===== src/rtl/mips_mem_arbiter_if.sv =====
// mips_mem_arbiter_if: requester handshakes and memory port of the shared instruction/data memory.
interface mips_mem_arbiter_if #(
    parameter int ADDR_W = 32,
    parameter int DATA_W = 32
);
    logic              cpu_req, cpu_we, cpu_ack;
    logic [ADDR_W-1:0] cpu_addr;
    logic [DATA_W-1:0] cpu_wdata;
    logic              ldr_req, ldr_we, ldr_ack;
    logic [ADDR_W-1:0] ldr_addr;
    logic [DATA_W-1:0] ldr_wdata;
    logic [DATA_W-1:0] rdata;
    logic              mem_en, mem_we;
    logic [ADDR_W-1:0] mem_addr;
    logic [DATA_W-1:0] mem_wdata, mem_rdata;
    logic              owner;

    modport slave (
        input  cpu_req, cpu_we, cpu_addr, cpu_wdata, ldr_req, ldr_we, ldr_addr, ldr_wdata, mem_rdata,
        output cpu_ack, ldr_ack, rdata, mem_en, mem_we, mem_addr, mem_wdata, owner
    );
    modport master (
        output cpu_req, cpu_we, cpu_addr, cpu_wdata, ldr_req, ldr_we, ldr_addr, ldr_wdata, mem_rdata,
        input  cpu_ack, ldr_ack, rdata, mem_en, mem_we, mem_addr, mem_wdata, owner
    );
endinterface


===== src/rtl/mips_mem_arbiter.sv =====
// mips_mem_arbiter: round-robin arbiter serialising CPU and loader accesses to a fixed-latency memory.
module mips_mem_arbiter #(
    parameter int ADDR_W   = 32,
    parameter int DATA_W   = 32,
    parameter int READ_LAT = 2
) (
    input  logic              clk,
    input  logic              rst,
    mips_mem_arbiter_if.slave bus
);
    typedef enum logic [1:0] {IDLE, ACCESS, DONE} state_t;

    state_t            state_q, state_d;
    logic [2:0]        cnt_q, cnt_d;
    logic [ADDR_W-1:0] addr_q, addr_d;
    logic [DATA_W-1:0] wdata_q, wdata_d, rdata_q, rdata_d;
    logic              we_q, we_d, owner_q, owner_d;
    logic              pick_ldr;

    // On a tie the grant goes to whoever did not win last time.
    assign pick_ldr = bus.ldr_req & (~bus.cpu_req | ~owner_q);

    always_comb begin
        state_d = state_q;
        cnt_d   = cnt_q;
        addr_d  = addr_q;
        wdata_d = wdata_q;
        we_d    = we_q;
        owner_d = owner_q;
        rdata_d = rdata_q;
        case (state_q)
            IDLE: if (bus.cpu_req | bus.ldr_req) begin
                owner_d = pick_ldr;
                addr_d  = pick_ldr ? bus.ldr_addr : bus.cpu_addr;
                wdata_d = pick_ldr ? bus.ldr_wdata : bus.cpu_wdata;
                we_d    = pick_ldr ? bus.ldr_we : bus.cpu_we;
                cnt_d   = we_d ? 3'd1 : 3'(READ_LAT);
                state_d = ACCESS;
            end
            ACCESS: begin
                cnt_d   = cnt_q - 3'd1;
                state_d = cnt_q == 3'd1 ? DONE : ACCESS;
                rdata_d = (cnt_q == 3'd1 && !we_q) ? bus.mem_rdata : rdata_q;
            end
            default: state_d = IDLE;
        endcase
    end

    always_ff @(posedge clk or posedge rst) begin
        if (rst) begin
            state_q <= IDLE;
            cnt_q   <= '0;
            addr_q  <= '0;
            wdata_q <= '0;
            we_q    <= 1'b0;
            owner_q <= 1'b1;
            rdata_q <= '0;
        end else begin
            state_q <= state_d;
            cnt_q   <= cnt_d;
            addr_q  <= addr_d;
            wdata_q <= wdata_d;
            we_q    <= we_d;
            owner_q <= owner_d;
            rdata_q <= rdata_d;
        end
    end

    // Strobes and acks decode from the state so an asynchronous reset drops them at once.
    assign bus.mem_en    = state_q == ACCESS;
    assign bus.mem_we    = state_q == ACCESS && we_q;
    assign bus.mem_addr  = addr_q;
    assign bus.mem_wdata = wdata_q;
    assign bus.cpu_ack   = state_q == DONE && !owner_q;
    assign bus.ldr_ack   = state_q == DONE && owner_q;
    assign bus.rdata     = rdata_q;
    assign bus.owner     = owner_q;
endmodule


===== src/flat_wrapper.sv =====
// flat-port wrapper written by rule: the top's interface ports become plain ports
module mips_mem_arbiter_flat 
#(
    parameter int ADDR_W   = 32,
    parameter int DATA_W   = 32,
    parameter int READ_LAT = 2
)
  (clk, rst, bus_cpu_req, bus_cpu_we, bus_cpu_addr, bus_cpu_wdata, bus_ldr_req, bus_ldr_we, bus_ldr_addr, bus_ldr_wdata, bus_mem_rdata, bus_cpu_ack, bus_ldr_ack, bus_rdata, bus_mem_en, bus_mem_we, bus_mem_addr, bus_mem_wdata, bus_owner);
  mips_mem_arbiter_if #(.ADDR_W(ADDR_W), .DATA_W(DATA_W)) bus_i ();
  input  logic clk;
  input  logic rst;
  input wire logic [$bits(bus_i.cpu_req)-1:0] bus_cpu_req;
  input wire logic [$bits(bus_i.cpu_we)-1:0] bus_cpu_we;
  input wire logic [$bits(bus_i.cpu_addr)-1:0] bus_cpu_addr;
  input wire logic [$bits(bus_i.cpu_wdata)-1:0] bus_cpu_wdata;
  input wire logic [$bits(bus_i.ldr_req)-1:0] bus_ldr_req;
  input wire logic [$bits(bus_i.ldr_we)-1:0] bus_ldr_we;
  input wire logic [$bits(bus_i.ldr_addr)-1:0] bus_ldr_addr;
  input wire logic [$bits(bus_i.ldr_wdata)-1:0] bus_ldr_wdata;
  input wire logic [$bits(bus_i.mem_rdata)-1:0] bus_mem_rdata;
  output wire logic [$bits(bus_i.cpu_ack)-1:0] bus_cpu_ack;
  output wire logic [$bits(bus_i.ldr_ack)-1:0] bus_ldr_ack;
  output wire logic [$bits(bus_i.rdata)-1:0] bus_rdata;
  output wire logic [$bits(bus_i.mem_en)-1:0] bus_mem_en;
  output wire logic [$bits(bus_i.mem_we)-1:0] bus_mem_we;
  output wire logic [$bits(bus_i.mem_addr)-1:0] bus_mem_addr;
  output wire logic [$bits(bus_i.mem_wdata)-1:0] bus_mem_wdata;
  output wire logic [$bits(bus_i.owner)-1:0] bus_owner;
  assign bus_i.cpu_req = bus_cpu_req;
  assign bus_i.cpu_we = bus_cpu_we;
  assign bus_i.cpu_addr = bus_cpu_addr;
  assign bus_i.cpu_wdata = bus_cpu_wdata;
  assign bus_i.ldr_req = bus_ldr_req;
  assign bus_i.ldr_we = bus_ldr_we;
  assign bus_i.ldr_addr = bus_ldr_addr;
  assign bus_i.ldr_wdata = bus_ldr_wdata;
  assign bus_i.mem_rdata = bus_mem_rdata;
  assign bus_cpu_ack = bus_i.cpu_ack;
  assign bus_ldr_ack = bus_i.ldr_ack;
  assign bus_rdata = bus_i.rdata;
  assign bus_mem_en = bus_i.mem_en;
  assign bus_mem_we = bus_i.mem_we;
  assign bus_mem_addr = bus_i.mem_addr;
  assign bus_mem_wdata = bus_i.mem_wdata;
  assign bus_owner = bus_i.owner;
  mips_mem_arbiter #(.ADDR_W(ADDR_W), .DATA_W(DATA_W), .READ_LAT(READ_LAT)) u_core (.clk(clk), .rst(rst), .bus(bus_i));
endmodule

===== config.mk =====
export PLATFORM = sky130hd
export DESIGN_NAME = mips_mem_arbiter_flat
export DESIGN_NICKNAME = d
export VERILOG_FILES = /design/src/rtl/mips_mem_arbiter_if.sv /design/src/rtl/mips_mem_arbiter.sv /design/src/flat_wrapper.sv
export SDC_FILE = /design/constraint.sdc
export NUM_CORES = 1
export LEC_CHECK = 0
export BUFFER_PORTS_ARGS = -buffer_cell sky130_fd_sc_hd__buf_4
export CAP_MARGIN = 20
export CORE_UTILIZATION = 45
export DETAILED_ROUTE_END_ITERATION = 7
export PLACE_DENSITY = 0.87
export SYNTH_ARGS = -nofsm -noshare
export SYNTH_HDL_FRONTEND = slang
export SYNTH_SLANG_ARGS = --single-unit
export TNS_END_PERCENT = 30

===== constraint.sdc =====
create_clock -name clk -period 4.1 [get_ports clk]
set_clock_uncertainty 0.15 [all_clocks]
set_input_delay 0.205 -clock clk [delete_from_list [all_inputs] [get_ports clk]]
set_output_delay 0.205 -clock clk [all_outputs]
set_load 0.02 [all_outputs]

Yosys cells after proc, flatten, opt, wreduce, memory -nomap -nowiden

Cells that the tools add are included.

Output and inout bits: 101
Logic and storage cells: 37
Bits in registers: 103
Bits of input ports: 166

Muxes and demuxes: 9
Add/sub/neg operators: 1
Bitwise logic cells: 5
Equal/unequal tests: 4
Reductions and logical operators: 11

Operators by type and width:

| kind                                                 | number |
|---|---|
| two-way mux 32 bit                                   | 2 |
| two-way mux 2 bit                                    | 3 |
| case mux 3 bit (2 select lines)                      | 1 |
| AND reduction 2 bit                                  | 3 |
| logical AND 1 bit                                    | 4 |
| case mux 2 bit (2 select lines)                      | 1 |
| equality test 3 x 1 -> 1 bit (second input constant) | 1 |
| two-way mux 3 bit                                    | 1 |
| subtractor 3 x 1 -> 3 bit (second input constant)    | 1 |
| equality test 2 x 1 -> 1 bit (second input constant) | 1 |
| equality test 2 bit (second input constant)          | 1 |
| logical NOT 1 bit                                    | 2 |
| logical NOT 2 bit                                    | 1 |
| != test 2 x 1 -> 1 bit (second input constant)       | 1 |
| NOT 1 bit                                            | 2 |
| OR 1 bit                                             | 2 |
| nonzero test 2 bit                                   | 1 |
| bitwise AND 1 bit                                    | 1 |
| two-way mux 1 bit                                    | 1 |

Longest topological paths before layout

Gate-level depths: netlist of the first run.

Depth after elaboration: 7
Depth in mapped cells: 6
Mapped depth without buffers: 5

Worst setup path before layout of the first run

Ideal clock, no wire load.

Kind: register -> register
Start point: register u_core.owner_q (netlist: u_core.bus.owner)
End point: register u_core.addr_q[15] (netlist: u_core.bus.mem_addr[15])
Clock period less this slack: 1.786 ns
Library setup time: 0.125 ns
Required time: 3.825 ns
Stages on the path, launching flop included: 6
Path buffers: 2
Slack: 2.314 ns
Data arrival time: 1.512 ns
Path through: dfstp_2 > a21boi_1 > buf_4 > buf_6 > mux2_2 > mux2_2

Longest elaborated chain between the ends: 4

RTL lines:

| item                   | line                   | source |
|---|---|---|
| start, declared        | mips_mem_arbiter.sv:17 | `logic we_q, we_d, owner_q, owner_d;` |
| start signal, assigned | mips_mem_arbiter.sv:64 | `owner_q <= owner_d;` |
| NOT 1 bit              | mips_mem_arbiter.sv:21 | `assign pick_ldr = bus.ldr_req & (~bus.cpu_req \| ~owner_q);` |
| OR 1 bit               | mips_mem_arbiter.sv:21 |  |
| bitwise AND 1 bit      | mips_mem_arbiter.sv:21 |  |
| two-way mux 32 bit     | mips_mem_arbiter.sv:34 | `addr_d = pick_ldr ? bus.ldr_addr : bus.cpu_addr;` |
| end signal, assigned   | mips_mem_arbiter.sv:61 | `addr_q <= addr_d;` |
| end, declared          | mips_mem_arbiter.sv:15 | `logic [ADDR_W-1:0] addr_q, addr_d;` |

Every way passes these cells.
A chain may end at the register's enable or synchronous reset.

Worst setup path after layout of the first run

Start point: register u_core.owner_q (netlist: u_core.bus.owner)
End point: register u_core.wdata_q[29] (netlist: u_core.bus.mem_wdata[29])

Longest elaborated chain between the ends: 4

RTL lines:

| item                 | line                   | source |
|---|---|---|
| NOT 1 bit            | mips_mem_arbiter.sv:21 |  |
| OR 1 bit             | mips_mem_arbiter.sv:21 |  |
| bitwise AND 1 bit    | mips_mem_arbiter.sv:21 |  |
| two-way mux 32 bit   | mips_mem_arbiter.sv:35 | `wdata_d = pick_ldr ? bus.ldr_wdata : bus.cpu_wdata;` |
| end signal, assigned | mips_mem_arbiter.sv:62 | `wdata_q <= wdata_d;` |
| end, declared        | mips_mem_arbiter.sv:16 | `logic [DATA_W-1:0] wdata_q, wdata_d, rdata_q, rdata_d;` |

Every way passes these cells.

==> results of run 1 <==
-- per-layer routing --
metal,global-route usage (%),routed length [um],share of wire [%]
met1,25.7,4610,36
met2,44.5,6990,54
met3,6.67,1020,7.8
met4,10.2,327,2.5
met5,0,0,0
-- through the flow --
step,hold WS (ps),total power [mW],util [%],std cells,area (um2)
final,50.0,5.31,72.1,752,7410
after global routing,33.6,5.59,72.1,752,7410
after CTS,31.8,5.32,72.0,751,7400
after detailed placement,282,4.55,66.5,703,6840
after global placement,272,4.46,66.5,703,6840
after floorplan,190,3.41,-,313,4750
-- power by group --
| part | switching (mW) | total [mW] | internal, mW | leakage (nW) |
|---|---|---|---|---|
| Sequential | 0.308 | 1.85 | 1.54 | 1.22 |
| Combinational | 1.32 | 2.72 | 1.40 | 2.18 |
| Clock | 0.341 | 0.743 | 0.401 | 0.111 |
| Total | 1.97 | 5.31 | 3.34 | 3.51 |
-- cell usage after synthesis --
master	count	area (um2)
a21boi_1	1	7.51
a22o_1	1	8.76
a31oi_1	1	6.26
and3b_1	1	8.76
buf_2	9	45.0
buf_4	1	7.51
buf_6	7	78.8
dfrtp_1	102	2550
dfstp_2	1	26.3
ha_1	2	25.0
inv_1	6	22.5
mux2_1	2	22.5
mux2_2	159	1790
mux2i_1	2	20.0
nand2_1	1	3.75
nand2b_1	1	6.26
nand2b_2	1	8.76
nor2_1	3	11.3
nor3_1	1	5.00
nor3_2	1	10.0
nor3_4	1	16.3
nor3b_1	1	7.51
o211a_1	1	10.0
o21ai_0	3	15.0
o221ai_1	1	8.76
or2_2	1	6.26
or3_1	1	6.26
or3b_2	1	8.76
-- path summary, 6_finish.rpt --
check | cells after the start | end | from | slack (ps)
max in group asynchronous | 4 | u_core.bus.mem_wdata[0] | rst | 2360
worst max-delay path | 4 | u_core.bus.mem_wdata[29] | u_core.bus.owner | 1620
worst max register to register | 4 | u_core.bus.mem_wdata[29] | u_core.bus.owner | 1620
min in group asynchronous | 3 | u_core.bus.mem_wdata[16] | rst | 490
worst min-delay path | 3 | u_core.bus.mem_addr[26] | bus_cpu_addr[26] | 50
worst min register to register | 1 | u_core.bus.rdata[24] | u_core.bus.rdata[24] | 350
-- cells by family after synthesis --
logic type / count (synthesis) / share of synthesized area [%]
AO/OA/AOI/OAI: 8 / 1.19
adder cells (fa/ha/maj): 2 / 0.527
buffers and inverters: 23 / 3.24
flip-flops: 103 / 54.3
multiplexers: 163 / 38.6
AND/OR/NAND/NOR: 14 / 2.08
-- flip-flops by register name, indices dropped and copies added, names as in the netlist --
name	flops
u_core.bus.owner	1
u_core.bus.mem_addr	32
u_core.bus.mem_wdata	32
u_core.we_q	1
u_core.bus.rdata	32
u_core.cnt_q	3
u_core.state_q	2
-- timing repair --
item,in CTS,in global routing
endpoints found under the hold margin,106,0
hold buffers,33,0
setup buffers,0,0
-- layout make-up --
| cell class | count | area, um2 |
|---|---|---|
| clock inverter | 6 | 110 |
| sequential | 103 | 2580 |
| clock buffer | 9 | 124 |
| tap | 136 | 170 |
| inverter | 6 | 25.0 |
| multi-input combinational | 187 | 2030 |
| antenna | 1 | 2.50 |
| fill | 665 | 2870 |
| timing repair buffer | 304 | 2360 |
-- worst min-delay path, delay by kind of cell --
family,cells,cell delay [ps]
mux,2,250
buf+inv,1,80
==> metrics.md, run 1 <==
| Metric | Value |
|---|---|
| Outcome | `finished, final reports clean` |
| RSZ-0062 raised after global routing | `no` |
| Vias in the first global route | `4,117` |
| Critical Path AT | `2570 ps` |
| DR WL/cell | `17.2 um` |
| Total CTS buffers | `9` |
| Iter 0 DRT Violations | `116` |
| Pre-CTS setup slack | `1560 ps` |
| Kind of end point of the critical path | `register` |
| Final setup margin | `1620 ps` |
| Port bufs | `266` |
| First-pass GRT wire length | `20.4 mm` |
| Die ar. | `0.0110 mm2` |
| Die height | `105 um` |
| Routed wire length | `13.0 mm` |
| Total negative slack | `0 ps` |
| Seq/Total Area, Yosys | `54.3%` |
| CP max stage delay | `750 ps` |
| Vias | `3,698` |
| Ports | `267` |
| CTS resizes | `0` |
| Slew headroom | `35.4%` |
| Core area | `0.0103 mm2` |
| VDD IR max | `0.469 mV` |
| Worst-path cell chain | `a21boi_4 -> buf_4 -> mux2_2 -> mux2_2` |
| DP HPWL | `9.01 mm` |
| Finish-stage setup viols | `0` |
| Req. time, crit path | `4180 ps` |
| Vias per inst | `4.92` |
| CP Max Fanout | `31` |
| Routability Congestion | `0.770` |
| Pleak | `3.51 nW` |
| Largest net degree at the start of global routing | `77` |
| Detail Route Antenna Nets | `0` |
| F_max | `403 MHz` |
| Clk buf depth | `2` |
| Power per cell area | `717 mW/mm2` |
| Die Wd | `105 um` |
| Synth Warn # | `0` |
| Max Cap Viol | `0` |
| Mapped Cells | `313` |
| Tcrit/Tclk final | `60.6%` |
| Share of cells above drive strength 1 | `73.7%` |
| Num rows | `37` |
| DRT Pass-1 Iters | `4` |
| Distinct cells, synth | `28` |
| Worst Setup Path Type | `register to register` |
| Slew @ Worst Pin | `967 ps` |
| Final hold vios | `0` |
| Hold WC Path Type | `input pin to register` |
| DRC errors left | `0` |
| Family with the most delay on the worst path | `compound AO/OA/AOI/OAI gates` |
| Commonest non-fill, non-tap cell in the layout | `buf_4` |
| Clock Latency Late Sink | `340 ps` |
| Most frequent CP cell | `mux2_2` |
| Initial antenna violation count | `1` |
| Syn avg cell area | `15.2 um2` |
| Nets | `779` |
| Fin crit period | `2480 ps` |
| GRT Total Usage | `24.1%` |
| CTS clock-pin slew for the worst setup and hold paths | `110 ps` |
| Crit start category | `register` |
| GRT overflow | `0` |
| Synth Register Bits | `103` |
| Worst path buffer plus inverter count | `1` |
| Synth-to-layout area growth | `56.1%` |
| Clock Tree Root | `clkbuf_8` |
| Slew Viols, Final | `0` |
| # clock sinks | `103` |
| Commonest non-fill, non-tap cells in the layout | `271 x buf_4, 159 x mux2_2, 102 x dfrtp_1` |
| Crit path max-delay cell type | `a21boi_4` |
| Initial core utilization | `46.2%` |
| Post-Syn Nets | `481` |
| CTS tree | `yes` |
| H-tree depth | `3` |
| Post-Syn Area | `0.00475 mm2` |
(Power assumes the default switching activity.)
==> inputs of run 2 (changes only) <==
- clock period: 4.1 -> 2.5 ns (I/O delays scaled with it)
==> metrics.md, run 2 <==
| Metric | Value |
|---|---|
| Outcome | `aborted with a tool error` |
| Failing step | `4_1_cts` |
| Error | `[ERROR RSZ-0060] Max buffer count reached.` |
| Area contributors post-synth | `dfrtp_1 54%, mux2_2 38%, buf_6 1.7%` |
| Die Wd | `105 um` |
| CTS hold repair buffers | `145` |
| Most used flip-flop cell after synthesis | `dfrtp_1` |
| Mapped Cells | `313` |
| DP HPWL | `9.34 mm` |
| Post-Syn Area | `0.00475 mm2` |
| Synth Warn # | `0` |
| Post-synth top cells | `159 x mux2_2, 102 x dfrtp_1, 9 x buf_2` |
| Routability Congestion | `0.801` |
| Post-Syn Nets | `481` |
| Die height | `105 um` |
| Most common cell in the netlist | `mux2_2` |
| H-tree depth | `3` |
| # clock sinks | `103` |
| Post-synth top area share | `53.8%` |
| Number of flops mapped to enable cells by yosys | `0` |
| Clock Tree Root | `clkbuf_8` |
| Asr flop ratio synth | `100%` |
| Post-CTS Setup Inserts | `0` |
| Cell type with the largest total area after synthesis | `dfrtp_1` |
| Clk buf depth | `2` |
| Num rows | `37` |
| Port bufs | `266` |
| Ports | `267` |
| Total CTS buffers | `9` |
| Initial core utilization | `46.2%` |
| Distinct cells, synth | `28` |
| Synth Register Bits | `103` |
| Syn avg cell area | `15.2 um2` |
| Seq/Total Area, Yosys | `54.3%` |
| CTS resizes | `0` |
==> run 2: cell families after synthesis <==
kind of cell,Yosys count,share of synthesized area [%]
mux,163,38.6
flops,103,54.3
buf+inv,23,3.24
simple gates,14,2.08
compound gates,8,1.19
fa+ha+maj,2,0.527
==> run 2: per-stage QoR <==
step / util [%] / setup slack, ps / hold WS [ps] / area, um2 / instances
after detailed placement: 67.1 / 505 / 11.1 / 6890 / 705
after global placement: 67.1 / 556 / -1.51 / 6890 / 705
after floorplan: - / 714 / 110 / 4750 / 313
==> inputs of run 3 (changes only) <==
- CORE_UTILIZATION: 45 -> 35
- PLACE_DENSITY: 0.87 -> not set
- PLACE_DENSITY_LB_ADDON: not set -> 0.15
==> metrics.md, run 3 (same netlist as run 1, synthesis figures left out) <==
| Metric | Value |
|---|---|
| Share of cells above drive strength 1 | `62.8%` |
| Reg power frac | `33.1%` |
| Routability Congestion | `0.753` |
| Fin crit period | `2420 ps` |
| Initial antenna violation count | `0` |
| Placed Cells incl. Taps | `744` |
| Finished Core Util | `65.2%` |
| Die ar. | `0.0140 mm2` |
| H-tree depth | `3` |
| Switch Pwr | `3.29 mW` |
| Clk buf depth | `2` |
| Worst hold margin | `10.4 ps` |
| Critical Path AT | `2510 ps` |
| Final hold vios | `0` |
| Req. time, crit path | `2580 ps` |
| FILL cells | `986` |
| DP HPWL | `8.42 mm` |
| Total Power | `9.14 mW` |
| Die Wd | `118 um` |
| Clock power frac | `15.4%` |
| Clock Tree Root | `clkbuf_16` |
| Register area | `0.00258 mm2` |
| GRT overflow | `0` |
| Slew @ Worst Pin | `636 ps` |
| Largest net degree at the start of global routing | `67` |
| Tcrit/Tclk final | `96.8%` |
| VDD IR max | `0.573 mV` |
| First-pass GRT wire length | `22.0 mm` |
| # clock sinks | `103` |
| Internal | `5.84 mW` |
| Final setup margin | `78.9 ps` |
| Iter 0 DRT Violations | `95` |
| Crit start category | `register` |
| Sw Ratio | `36.0%` |
| Hold WC Path Type | `input pin to register` |
| Total negative slack | `0 ps` |
| Core area | `0.0132 mm2` |
| Finish-stage setup viols | `0` |
| Commonest non-fill, non-tap cells in the layout | `268 x buf_4, 159 x mux2_2, 139 x dlygate4sd3_1` |
| ANT cells | `0` |
| Vias in the first global route | `4,407` |
| Port bufs | `266` |
| RSZ-0062 raised after global routing | `no` |
| Post-DP Area | `0.00695 mm2` |
| Outcome | `finished, final reports clean` |
| Post-route design area | `0.00864 mm2` |
| Vias | `4,096` |
| R2R setup slack | `80 ps` |
| F_max | `413 MHz` |
| CTS tree | `yes` |
| Total CTS buffers | `9` |
| Die height | `118 um` |
| Worst Setup Path Type | `register to register` |
| Kind of end point of the critical path | `register` |
| Routed wire length | `13.4 mm` |
| Slew Viols, Final | `0` |
| Nets | `886` |
| Power per cell area | `1060 mW/mm2` |
| GRT Total Usage | `19.9%` |
| Cell Count, Final, Fillers Out | `899` |
| DR WL/cell | `14.9 um` |
| Combinational Power Share | `51.5%` |
| CTS clock-pin slew for the worst setup and hold paths | `70 ps` |
| Max Cap Viol | `0` |
| Synth-to-layout area growth | `82.0%` |
| Num rows | `42` |
| Commonest non-fill, non-tap cell in the layout | `buf_4` |
| Detail Route Antenna Nets | `0` |
| DRT Pass-1 Iters | `3` |
| DRC errors left | `0` |
| Pre-CTS setup slack | `539 ps` |
| Slew headroom | `57.5%` |
| Initial core utilization | `35.8%` |
| Clock Latency Late Sink | `340 ps` |
| Pleak | `3.99 nW` |
| Vias per inst | `4.56` |
| Post-CTS Setup Inserts | `0` |
| Multi-input gate area | `0.00203 mm2` |
| Ports | `267` |
| CP Max Fanout | `21` |
[run 3: worst max-delay path: stages, from the launching register on]
cell and delay (ps):
dfstp_2 400, a21boi_4 190, buf_4 310, mux2_2 380
dlygate4sd3_1 590, mux2_2 280
[run 3: layer usage]
metal / GRT usage [%] / up-vias / part of all wire (%)
li1: - / 1930 / -
met1: 22.0 / 1980 / 38
met2: 36.0 / 166 / 52
met3: 6.52 / 20 / 8.1
met4: 6.41 / 0 / 1.8
met5: 0 / - / 0
[run 3: final cells by class]
cell class | count | share of cell area [%]
clock buffer | 11 | 2.81
clock inverter | 5 | 0.666
inverter | 6 | 0.304
multi-input combinational | 187 | 23.5
sequential | 103 | 29.8
tap | 176 | 2.55
timing repair buffer | 411 | 40.3
[run 3: path summary, 6_finish.rpt]
check | startpoint | endpoint | depth (start not counted)
worst min-delay path | bus_cpu_we | u_core.we_q | 3
max in group asynchronous | rst | u_core.bus.owner | 4
worst min register to register | u_core.bus.rdata[24] | u_core.bus.rdata[24] | 1
worst max register to register | u_core.bus.owner | u_core.bus.mem_wdata[29] | 5
min in group asynchronous | rst | u_core.bus.mem_wdata[17] | 3
worst max-delay path | u_core.bus.owner | u_core.bus.mem_wdata[29] | 5
[run 3: timing repair]
item / in CTS / in global routing
endpoints found under the hold margin: 111 / 1
endpoints found under the setup margin: 0 / 0
hold buffers: 138 / 1
gates resized for setup: 0 / 0
[run 3: power groups by stage]
stage / clock, mW / sequential, mW / combinational, mW
after floorplan: 0 / 3.97 / 1.61
after global placement: 0 / 2.99 / 4.41
after detailed placement: 0 / 3.04 / 4.47
after CTS: 1.45 / 3.02 / 4.74
after global routing: 1.52 / 3.15 / 4.99
final: 1.41 / 3.02 / 4.71
==> inputs of run 4 (changes only) <==
- PLACE_DENSITY: not set -> 0.76
- PLACE_DENSITY_LB_ADDON: 0.15 -> not set
==> metrics.md, run 4 (same netlist as run 1, synthesis figures left out) <==
| Metric | Value |
|---|---|
| Post-CTS Setup Inserts | `0` |
| Vias per inst | `4.66` |
| CP Max Fanout | `32` |
| Total negative slack | `0 ps` |
| Slew @ Worst Pin | `750 ps` |
| F_max | `407 MHz` |
| Iter 0 DRT Violations | `129` |
| Kind of end point of the critical path | `register` |
| Multi-input gate area | `0.00203 mm2` |
| Pleak | `4.05 nW` |
| Pre-CTS setup slack | `491 ps` |
| Initial core utilization | `35.8%` |
| Commonest non-fill, non-tap cells in the layout | `271 x buf_4, 159 x mux2_2, 151 x dlygate4sd3_1` |
| Slew headroom | `50.0%` |
| Finished Core Util | `66.0%` |
| Clock Tree Root | `clkbuf_16` |
| Power per cell area | `1060 mW/mm2` |
| Combinational Power Share | `51.7%` |
| Crit start category | `register` |
| DR WL/cell | `17.0 um` |
| Critical Path AT | `2540 ps` |
| Req. time, crit path | `2580 ps` |
| Share of cells above drive strength 1 | `62.0%` |
| CTS clock-pin slew for the worst setup and hold paths | `70 ps` |
| Max Cap Viol | `0` |
| Post-route design area | `0.00874 mm2` |
| VDD IR max | `0.609 mV` |
| Register area | `0.00258 mm2` |
| Commonest non-fill, non-tap cell in the layout | `buf_4` |
| DRT Pass-1 Iters | `5` |
| GRT overflow | `0` |
| FILL cells | `916` |
| Slew Viols, Final | `0` |
| Ports | `267` |
| GRT Total Usage | `22.1%` |
| Reg power frac | `33.1%` |
| Finish-stage setup viols | `0` |
| Nets | `899` |
| Port bufs | `266` |
| Post-DP Area | `0.00691 mm2` |
| Die Wd | `118 um` |
| CTS tree | `yes` |
| R2R setup slack | `40 ps` |
| Initial antenna violation count | `0` |
| First-pass GRT wire length | `24.0 mm` |
| Routability Congestion | `0.714` |
| H-tree depth | `3` |
| Placed Cells incl. Taps | `744` |
| Total CTS buffers | `9` |
| Synth-to-layout area growth | `84.1%` |
| Clock Latency Late Sink | `340 ps` |
| Final setup margin | `40.8 ps` |
| Detail Route Antenna Nets | `0` |
| Final hold vios | `0` |
| Num rows | `42` |
| Worst-path cell chain | `a21boi_4 -> buf_6 -> mux2_2 -> dlygate4sd3_1 -> mux2_2` |
| Worst Setup Path Type | `register to register` |
| Internal | `5.86 mW` |
| Vias in the first global route | `4,698` |
| Fin crit period | `2460 ps` |
| Routed wire length | `15.5 mm` |
| Tcrit/Tclk final | `98.4%` |
| DP HPWL | `9.07 mm` |
| ANT cells | `0` |
| Cell Count, Final, Fillers Out | `912` |
| Hold WC Path Type | `input pin to register` |
| DRC errors left | `0` |
| Clk buf depth | `2` |
| Vias | `4,251` |
| CP max stage delay | `560 ps` |
| Die height | `118 um` |
| Clock power frac | `15.3%` |
| Crit path max-delay cell type | `dlygate4sd3_1` |
| Die ar. | `0.0140 mm2` |
| Outcome | `finished, final reports clean` |
| # clock sinks | `103` |
| Switch Pwr | `3.39 mW` |
| Most frequent CP cell | `mux2_2` |
| Sw Ratio | `36.7%` |
| Largest net degree at the start of global routing | `65` |
| RSZ-0062 raised after global routing | `yes` |
| Core area | `0.0132 mm2` |
[run 4: path summary, 6_finish.rpt]
path	startpoint	endpoint	depth (start not counted)
worst max-delay path	u_core.bus.owner	u_core.bus.mem_wdata[21]	5
worst min-delay path	bus_ldr_wdata[20]	u_core.bus.mem_wdata[20]	3
worst max register to register	u_core.bus.owner	u_core.bus.mem_wdata[21]	5
worst min register to register	u_core.bus.rdata[31]	u_core.bus.rdata[31]	1
max in group asynchronous	rst	u_core.bus.mem_addr[16]	4
min in group asynchronous	rst	u_core.bus.mem_wdata[16]	4
[run 4: power by group through the flow]
stage          registers, mW  clock network, mW  logic [mW]
2_1_floorplan           3.97                  0        1.61
3_3_place_gp            3.01                  0        4.34
3_5_place_dp            3.06                  0        4.43
4_1_cts                 3.04               1.45        4.73
5_1_grt                 3.16               1.51        5.03
6_report                3.06               1.41        4.78
[run 4: through the flow]
step	hold WS, ps	power (mW)
after global routing	18.3	9.70
final	24.3	9.25
after detailed placement	191	7.49
after CTS	1.17	9.22
after global placement	181	7.35
after floorplan	110	5.58
[run 4: worst max-delay path, delay by kind of cell (launching register included)]
| family | cells | cell delay, ps |
|---|---|---|
| AOI/OAI and AO/OA | 1 | 220 |
| DFF | 1 | 400 |
| buffers and inverters | 2 | 900 |
| muxes | 2 | 650 |
[run 4: cell type report]
cell class                      count  share of cell area (%)
Clock buffer                       10                    2.74
Inverter                            6                   0.301
Clock inverter                      6                   0.687
Multi-Input combinational cell    187                    23.2
Tap cell                          176                    2.52
Timing Repair Buffer              424                    41.0
Sequential cell                   103                    29.5
[run 4: repair_timing]
item / in CTS / in global routing
hold endpoints to repair: 195 / 0
hold buffers: 151 / 0
gates resized for setup: 0 / 1
endpoints found under the setup margin: 0 / 36
[run 4: per-layer routing]
layer | GRT usage (%) | up-vias | wire [um]
met5 | 0 | - | 0
met3 | 5.89 | 19 | 1160
met4 | 8.47 | 0 | 263
li1 | - | 1957 | -
met1 | 23.8 | 2100 | 5820
met2 | 41.0 | 175 | 8280
